`config.mk`:
```
export PLATFORM = sky130hd
export DESIGN_NAME = serial_adder16
export DESIGN_NICKNAME = d
export VERILOG_FILES = /design/src/rtl/serial_adder16.sv
export SDC_FILE = /design/constraint.sdc
export NUM_CORES = 1
export LEC_CHECK = 0
export CORE_MARGIN = 1
export CORE_UTILIZATION = 46
export CTS_CLUSTER_SIZE = 14
export DETAILED_ROUTE_END_ITERATION = 12
export PLACE_DENSITY = 0.83
export RECOVER_POWER = 50
export SETUP_SLACK_MARGIN = 0.3
export SYNTH_ARGS = -nofsm -noshare
export SYNTH_HDL_FRONTEND = slang
export SYNTH_SLANG_ARGS = --single-unit
```
`constraint.sdc`:
```
create_clock -name clk -period 1.8 [get_ports clk]
set_input_delay 0.27 -clock clk [delete_from_list [all_inputs] [get_ports clk]]
set_output_delay 0.27 -clock clk [all_outputs]
set_load 0.03 [all_outputs]
```
`src/rtl/serial_adder16.sv`:
```
// Bit-serial LSB-first adder built around one reused full_adder cell.
// Define SERIAL_ADDER_SUB_EN to add the `sub` input for a - b operation.

module full_adder (
  output logic carry,
  output logic sum,
  input  logic a,
  input  logic b,
  input  logic c
);

  assign sum   = a ^ b ^ c;
  assign carry = (a & b) | (a & c) | (b & c);

endmodule

module serial_adder16 #(
  parameter int WIDTH = 16
) (
  input  logic             clk,
  input  logic             reset,
  input  logic             start,
  input  logic [WIDTH-1:0] a,
  input  logic [WIDTH-1:0] b,
  input  logic             cin,
`ifdef SERIAL_ADDER_SUB_EN
  input  logic             sub,
`endif
  output logic [WIDTH-1:0] out,
  output logic             cout,
  output logic             ovf,
  output logic             busy,
  output logic             done
);

  localparam int CW = (WIDTH > 2) ? $clog2(WIDTH) : 1;

  typedef enum logic {
    IDLE = 1'b0,
    RUN  = 1'b1
  } state_t;

  state_t           state_q, state_d;
  logic [WIDTH-1:0] a_sh_q, a_sh_d;
  logic [WIDTH-1:0] b_sh_q, b_sh_d;
  logic [WIDTH-1:0] out_q, out_d;
  logic [CW-1:0]    cnt_q, cnt_d;
  logic             carry_q, carry_d;
  logic             cout_q, cout_d;
  logic             ovf_q, ovf_d;
  logic             done_q, done_d;

  logic             fa_carry;
  logic             fa_sum;
  logic             sub_eff;
  logic             last_bit;

`ifdef SERIAL_ADDER_SUB_EN
  assign sub_eff = sub;
`else
  assign sub_eff = 1'b0;
`endif

  full_adder u_fa (fa_carry, fa_sum, a_sh_q[0], b_sh_q[0], carry_q);

  assign last_bit = (cnt_q == CW'(WIDTH - 1));

  always_comb begin
    state_d = state_q;
    a_sh_d  = a_sh_q;
    b_sh_d  = b_sh_q;
    out_d   = out_q;
    cnt_d   = cnt_q;
    carry_d = carry_q;
    cout_d  = cout_q;
    ovf_d   = ovf_q;
    done_d  = 1'b0;

    unique case (state_q)
      IDLE: begin
        if (start) begin
          // Subtraction is a + ~b + 1, so the inverted operand and forced carry are loaded here.
          a_sh_d  = a;
          b_sh_d  = sub_eff ? ~b : b;
          carry_d = sub_eff ? 1'b1 : cin;
          cnt_d   = '0;
          out_d   = '0;
          state_d = RUN;
        end
      end
      RUN: begin
        out_d   = {fa_sum, out_q[WIDTH-1:1]};
        carry_d = fa_carry;
        a_sh_d  = a_sh_q >> 1;
        b_sh_d  = b_sh_q >> 1;
        cnt_d   = cnt_q + CW'(1);
        if (last_bit) begin
          // carry_q here is the carry into the MSB.
          cout_d  = fa_carry;
          ovf_d   = carry_q ^ fa_carry;
          done_d  = 1'b1;
          state_d = IDLE;
        end
      end
      default: state_d = IDLE;
    endcase
  end

  always_ff @(posedge clk) begin
    if (reset) begin
      state_q <= IDLE;
      a_sh_q  <= '0;
      b_sh_q  <= '0;
      out_q   <= '0;
      cnt_q   <= '0;
      carry_q <= 1'b0;
      cout_q  <= 1'b0;
      ovf_q   <= 1'b0;
      done_q  <= 1'b0;
    end else begin
      state_q <= state_d;
      a_sh_q  <= a_sh_d;
      b_sh_q  <= b_sh_d;
      out_q   <= out_d;
      cnt_q   <= cnt_d;
      carry_q <= carry_d;
      cout_q  <= cout_d;
      ovf_q   <= ovf_d;
      done_q  <= done_d;
    end
  end

  assign out  = out_q;
  assign cout = cout_q;
  assign ovf  = ovf_q;
  assign busy = (state_q == RUN);
  assign done = done_q;

endmodule
```
==> metrics.md, run 1 <==
| Metric | Value |
|---|---|
| Status | complete, no violations |
| Post-synthesis area per instance | between 10 and 15 um^2 |
| Vias per cell | 5.01 |
| Cell total after placement | 364 |
| Post-route insts no fill | between 300 and 400 |
| Drt drc | 0 |
| Clock transition at the registers of the reported paths | 60 ps |
| Drt total wl | between 5000 and 6000 um |
| Post-synth top flop | dfxtp_1 |
| Largest net degree at the start of global routing | 47 |
| Unrepaired setup endpoints after global routing | false |
| Cell Int Power | around 2000 uW |
| Register share of total power | 50.1% |
| Net switching component of the power | between 600 and 700 uW |
| CP Class | register to register |
| Fmax | 667 MHz |
| Pre-antenna DRT Iters | 5 |
| Number of cell rows | 27 |
| IO buf count | 55 |
| Die Wd | 79.3 um |
| Period utilization | 83.3% |
| CTS Buf Count | 9 |
| Peak supply drop | 368 uV |
| FF+latch count, synth | 57 |
| Vias in the first global route | between 1.5k and 2k |
| GR Overflow Total | 0 |
| WHS | 319 ps |
| Post-CTS setup repair buffer count | 0 |
| Area of the multi-input gates | approximately 1400 um^2 |
| Worst R2R Setup Slack | between 300 and 400 ps |
| Worst r2r src | busy |
| Antenna diodes | 0 |
| Total track usage | 17.9% |
| Clk_lat worst skew | 330 ps |
| Hold path depth | 2 |
| Place WS | 439 ps |
| Seq/Total Area, Yosys | 41.5% |
| R2R depth | 3 |
| Core Area | between 5000 and 6000 um^2 |
| Synthesized instance count | 252 |
| Hold Crit Start | reset |
| Number of synthesized flops with an enable pin | 0 |
| Hold Crit Class | primary input to register |
| Die H | 79.3 um |
| Worst Skew | approximately 2.3 ps |
| Clock sink count | between 50 and 60 |
| Setup WS post-layout | 301 ps |
| Filler instances | 507 |
| Layout overhead on the synthesized area | 21.2% |
| Endpoints failing setup | 0 |
| Share of layout cells above drive strength 1 | 17.6% |
| Number of library cell types mapped by synthesis | 26 |
| YS warnings | 0 |
| Worst setup EP type | register |
| Critical path required time | 2010 ps |
| Slew @ Worst Pin | 732 ps |
| GPL Wtd Cong | approximately 0.73 |
| Crit path max fanout | 29 |
| ANT nets after route | 0 |
| DPL Wire Length | 3220 um |
| Max-slew violation count | 0 |
| Post-Syn Area | 2750 um^2 |
| Max_cap viols | 0 |
| Post-synthesis net count | 290 |
| First-pass GRT wire length | around 8500 um |
| Root Driver | clkbuf_8 |
| CTS tree | done |
| WL per Instance | 13.4 um |
| Maximum root-to-sink buffer count | 2 |
| Pleak | 0.00142 uW |
| Hold buffer count at CTS | 0 |
| Initial core utilization | 48.7% |
| Async S/R FF share, synth | 0% |
| Tmin final | 1500 ps |
| Combinational Power Share | 13.6% |
| Crit path launch | busy |
| Number of nets in the layout | approximately 340 |
| Full die area | 6280 um^2 |
| Setup TNS | 0 ps |
| Initial antenna violation count | 0 |
| Clock power frac | 36.3% |
| Final hold violations | 0 |
| Cell chain of the critical path | clkbuf_2 > mux2i_1 > nor2_1 |
| I/O pin total | 56 |
| Critical-path top delay cell | dfxtp_4 |
| Biggest cell delay along the critical path | 530 ps |
| # H-tree levels | 3 |
| Via count | 1893 |
| Startpoint types | register |
| Max transition margin | between 50 and 60% |
| Post-CTS Resized | 19 |
| Power Density | 814 nW/um^2 |
| Sw frac | approximately 24% |
| Initial DRC count | between 100 and 150 |
| Arrival @ worst endpoint | 1710 ps |
| Sequential cell area | about 1100 um^2 |
## per-stage QoR
stage	area [um^2]	total power, uW	utilization [%]
after floorplan	2750	1670	-
after global placement	3300	1770	58.4
after detailed placement	3300	1780	58.4
after CTS	3430	2770	60.7
after global routing	3330	2850	59.0
final	3330	2710	59.0
## cells in the final DEF (no fill, tap or decap)
cell	synthesis	layout
a211oi_1	2	3
a211oi_2	2	1
a21oi_1	20	20
a41oi_1	1	1
and4_1	1	1
buf_12	0	1
buf_2	5	2
buf_4	4	3
clkbuf_1	6	3
clkbuf_2	0	2
clkbuf_4	0	1
clkbuf_8	0	10
clkdlybuf4s50_1	0	33
clkinv_2	0	1
dfxtp_1	57	56
dfxtp_4	0	1
dlygate4sd2_1	0	19
fa_1	1	1
ha_1	1	1
inv_1	5	5
mux2_1	0	10
mux2_2	4	4
mux2_4	26	16
mux2i_1	34	34
nand3_1	1	1
nor2_1	50	51
nor2b_1	2	2
nor3_1	2	2
nor3_2	2	2
nor3b_1	0	7
nor3b_2	17	10
o21ai_0	1	1
xnor2_1	1	1
## synthesized netlist by cell type (2+ instances only)
cell type | number | area share (%)
nor2_1 | 50 | 6.8
mux2_2 | 4 | 1.6
buf_4 | 4 | 1.1
buf_8 | 2 | 1.1
buf_2 | 5 | 0.91
inv_1 | 5 | 0.68
mux2i_1 | 34 | 12
nor3_2 | 2 | 0.73
clkbuf_1 | 6 | 0.82
a21oi_1 | 20 | 3.6
buf_6 | 4 | 1.6
nor3_1 | 2 | 0.36
dfxtp_1 | 57 | 42
mux2_4 | 26 | 14
nor3b_2 | 17 | 7.7
nor2b_1 | 2 | 0.46
a211oi_1 | 2 | 0.55
a211oi_2 | 2 | 0.91
## logic make-up (layout without fill, tap and decap cells)
family                     Yosys count  count (layout)  synth area share (%)
DFF                                 57              57                  41.5
AOI/OAI and AO/OA                   26              26                  5.60
buffers and inverters               26              80                  6.24
adders and majority gates            2               2                  1.18
muxes                               64              64                  28.2
xor gates and xnor gates             1               1                 0.319
and+or+nand+nor                     76              76                  16.9
## power groups by stage
| stage | combinational [uW] | clock [uW] | sequential, uW |
|---|---|---|---|
| floorplan | 294 | 0 | 1370 |
| detailed placement | 395 | 0 | 1390 |
| CTS | 398 | 1010 | 1360 |
| global route | 403 | 1080 | 1370 |
| finish | 368 | 984 | 1360 |
| global placement | 387 | 0 | 1390 |
## per-layer routing
metal | GRT usage, % | part of all wire, % | wire length [um]
met5 | 0 | 0 | 0
met3 | 3.79 | 3.6 | 184
met4 | 10.9 | 2.5 | 126
met1 | 21.8 | 46 | 2330
met2 | 28.8 | 48 | 2410
## flip-flops by register name, summed over array words and instances, names as in the netlist
register / cells
done: 1
busy: 1
cnt_q: 4
a_sh_q: 16
ovf: 1
b_sh_q: 16
out: 16
cout: 1
carry_q: 1
## area by class of cell
type | instances | area share (%)
multi-input cells | 169 | 40.7
repair buffers | 61 | 17.0
clock inverters | 1 | 0.150
well taps | 72 | 2.71
inverters | 5 | 0.564
clock buffers | 13 | 4.47
flip-flops and latches | 57 | 34.4
## worst max-delay path: cells and delay by family, from the launching register on
| family | cells | cell delay, ps |
|---|---|---|
| flip-flops | 1 | 530 |
| buffers and inverters | 1 | 510 |
| multiplexers | 1 | 270 |
| AND/OR/NAND/NOR | 1 | 70 |
## final timing paths
kind	end
max	b_sh_q[0]
min	b_sh_q[10]
max reg2reg	b_sh_q[0]
min reg2reg	b_sh_q[14]
Power figures use the tool's default switching activity.
==> run 2: changes to the inputs <==
- clock period: 1.8 -> 1.45 ns (I/O delays scaled with it)
==> run 2 against run 1 <==
Compared with the run above:
- via count up 4.6%
- flip-flop and latch count is the same
- clock skew is 3.7 ps higher
- sequential power increased by 23%
- cell count increased by 2.4%
- maximum frequency is 17% higher
- largest power group unchanged
==> metrics.md, run 2 (synthesis gave the netlist of run 1 again) <==
| Metric | Value |
|---|---|
| Status | complete, no violations (unchanged) |
| Peak supply drop | 502 uV (was 368 uV) |
| GR Overflow Total | 0 (unchanged) |
| Placed inst area | 3330 um^2 (was 3300 um^2) |
| Final Power | 3800 uW (was 2710 uW) |
| Pleak | 0.00146 uW (was 0.00142 uW) |
| Initial antenna violation count | 0 (unchanged) |
| Worst path buffer plus inverter count | 2 (was 1) |
| First-pass GRT wire length | 8990 um (was 8460 um) |
| Design Area, Final | 3530 um^2 (was 3330 um^2) |
| DPL Wire Length | 3330 um (was 3220 um) |
| Arrival @ worst endpoint | 1540 ps (was 1710 ps) |
| Antenna diodes | 0 (unchanged) |
| Layout overhead on the synthesized area | 28.5% (was 21.2%) |
| Critical-path top delay cell | dfxtp_4 (unchanged) |
| CP delay by family, top | flip-flops (unchanged) |
| CP Class | register to register (unchanged) |
| Setup TNS | 0 ps (unchanged) |
| Vias per cell | 5.12 (was 5.01) |
| Biggest cell delay along the critical path | 370 ps (was 530 ps) |
| Die H | 79.3 um (unchanged) |
| Die Wd | 79.3 um (unchanged) |
| Grt met1 use | 21.9% (was 21.8%) |
| Initial core utilization | 48.7% (unchanged) |
| ANT nets after route | 0 (unchanged) |
| CTS Buf Count | 9 (unchanged) |
| Unrepaired setup endpoints after global routing | true (was false) |
| Root Driver | clkbuf_8 (unchanged) |
| Via count | 1980 (was 1893) |
| Startpoint types | register (unchanged) |
| Grt met2 use | 32.3% (was 28.8%) |
| GR peak layer | met2 (unchanged) |
| Fmax | 778 MHz (was 667 MHz) |
| Drt drc | 0 (unchanged) |
| Critical path required time | 1700 ps (was 2010 ps) |
| GPL Wtd Cong | 0.724 (was 0.728) |
| # H-tree levels | 3 (unchanged) |
| Max transition margin | 74.5% (was 51.2%) |
| Largest net degree at the start of global routing | 58 (was 47) |
| Full die area | 6280 um^2 (unchanged) |
| Number of nets in the layout | 348 (was 341) |
| Hold Crit Class | primary input to register (unchanged) |
| Hold buffer count at CTS | 0 (unchanged) |
| Total track usage | 19.0% (was 17.9%) |
| Cell chain of the critical path | buf_12 > clkbuf_2 > nor2_4 > a21oi_1 > a211oi_1 (was clkbuf_2 > mux2i_1 > nor2_1) |
| Slew @ Worst Pin | 384 ps (was 732 ps) |
| Max-slew violation count | 0 (unchanged) |
| CTS tree | done (unchanged) |
| M3 GR Usage | 5.06% (was 3.79%) |
| Core Area | 5640 um^2 (unchanged) |
| Clock sink count | 57 (unchanged) |
| Worst R2R Setup Slack | 170 ps (was 300 ps) |
| WL per Instance | 14.6 um (was 13.4 um) |
| Number of cell rows | 27 (unchanged) |
| Clk_lat worst skew | 330 ps (about the same) |
| Share of layout cells above drive strength 1 | 32.1% (was 17.6%) |
| IO buf count | 55 (unchanged) |
| Drt total wl | 5650 um (was 5050 um) |
| Most frequent cells in the layout | dfxtp_1, nor2_1, mux2i_1, clkdlybuf4s50_1, mux2_4 (was dfxtp_1, nor2_1, mux2i_1, clkdlybuf4s50_1, a21oi_1) |
| Maximum root-to-sink buffer count | 2 (unchanged) |
| Pre-antenna DRT Iters | 4 (was 5) |
| Clock transition at the registers of the reported paths | 70 ps (was 60 ps) |
| Vias in the first global route | 1988 (was 1859) |
| Tmin final | 1280 ps (was 1500 ps) |
| Final hold violations | 0 (unchanged) |
| I/O pin total | 56 (unchanged) |
| Initial DRC count | 116 (was 119) |
| Period utilization | 88.6% (was 83.3%) |
| Commonest non-fill, non-tap cell in the layout | dfxtp_1 (unchanged) |
| Worst Skew | 6.01 ps (was 2.33 ps) |
| Crit path max fanout | 9 (was 29) |
| Endpoints failing setup | 0 (unchanged) |
| Max_cap viols | 0 (unchanged) |
| Worst setup EP type | register (unchanged) |
| Power Density | 1080 nW/um^2 (was 814 nW/um^2) |
## run 2: changes by cell type in the layout (fill, tap and decap cells not counted), sizes merged
cell         previous run  this run
dlygate4sd2            19         0
clkbuf                 16        18
buf                     6        27
clkinvlp                0         4
bufinv                  0         1
## run 2: what timing repair did
action,CTS,global route
resized for setup,102,27
pin swaps,0,5
setup buffers,4,0
endpoints found under the setup margin,23,57
hold endpoints to repair,0,0
gates cloned,2,2
## run 2: tightest hold or removal path, delay by kind of cell
kind / cells / cell delay [ps]
AO/OA/AOI/OAI: 1 / 50
buffers and inverters: 2 / 350
## run 2: per-layer routing
metal  wire length [um]  share of wire, %  up-vias
met3                169               3.0        9
li1                   -                 -      982
met2               2780                49       39
met5                  0                 0        -
met1               2590                46      950
met4                107               1.9        0
## run 2: per-stage QoR
step / utilization (%) / setup WS [ps] / hold WS (ps) / std cells
2_1_floorplan: - / 261 / 401 / 252
3_3_place_gp: 59.1 / 194 / 468 / 363
3_5_place_dp: 59.1 / 190 / 483 / 363
4_1_cts: 63.4 / 206 / 331 / 385
5_1_grt: 62.6 / 92.3 / 338 / 387
6_report: 62.6 / 165 / 342 / 387
## run 2: final timing paths
path / cells after the start / end / startpoint
hold / removal: 3 / carry_q / reset
setup / recovery: 5 / cnt_q[2] / busy
hold reg to reg: 2 / b_sh_q[5] / b_sh_q[6]
setup reg to reg: 5 / cnt_q[2] / busy
## run 2: final cells by class
type	count	area (um^2)
clock buffers	10	149
inverters	5	18.8
flip-flops and latches	57	1150
multi-input cells	169	1390
well taps	72	90.1
repair buffers	68	663
clock inverters	6	65.1
fillers	456	2110
## run 2: power breakdown
part | switching, uW | total (uW) | leakage, uW | internal [uW]
Combinational | 237 | 571 | 0.000902 | 334
Sequential | 40.4 | 1670 | 0.000467 | 1630
Clock | 659 | 1550 | 0.0000957 | 893
Total | 936 | 3800 | 0.00146 | 2860
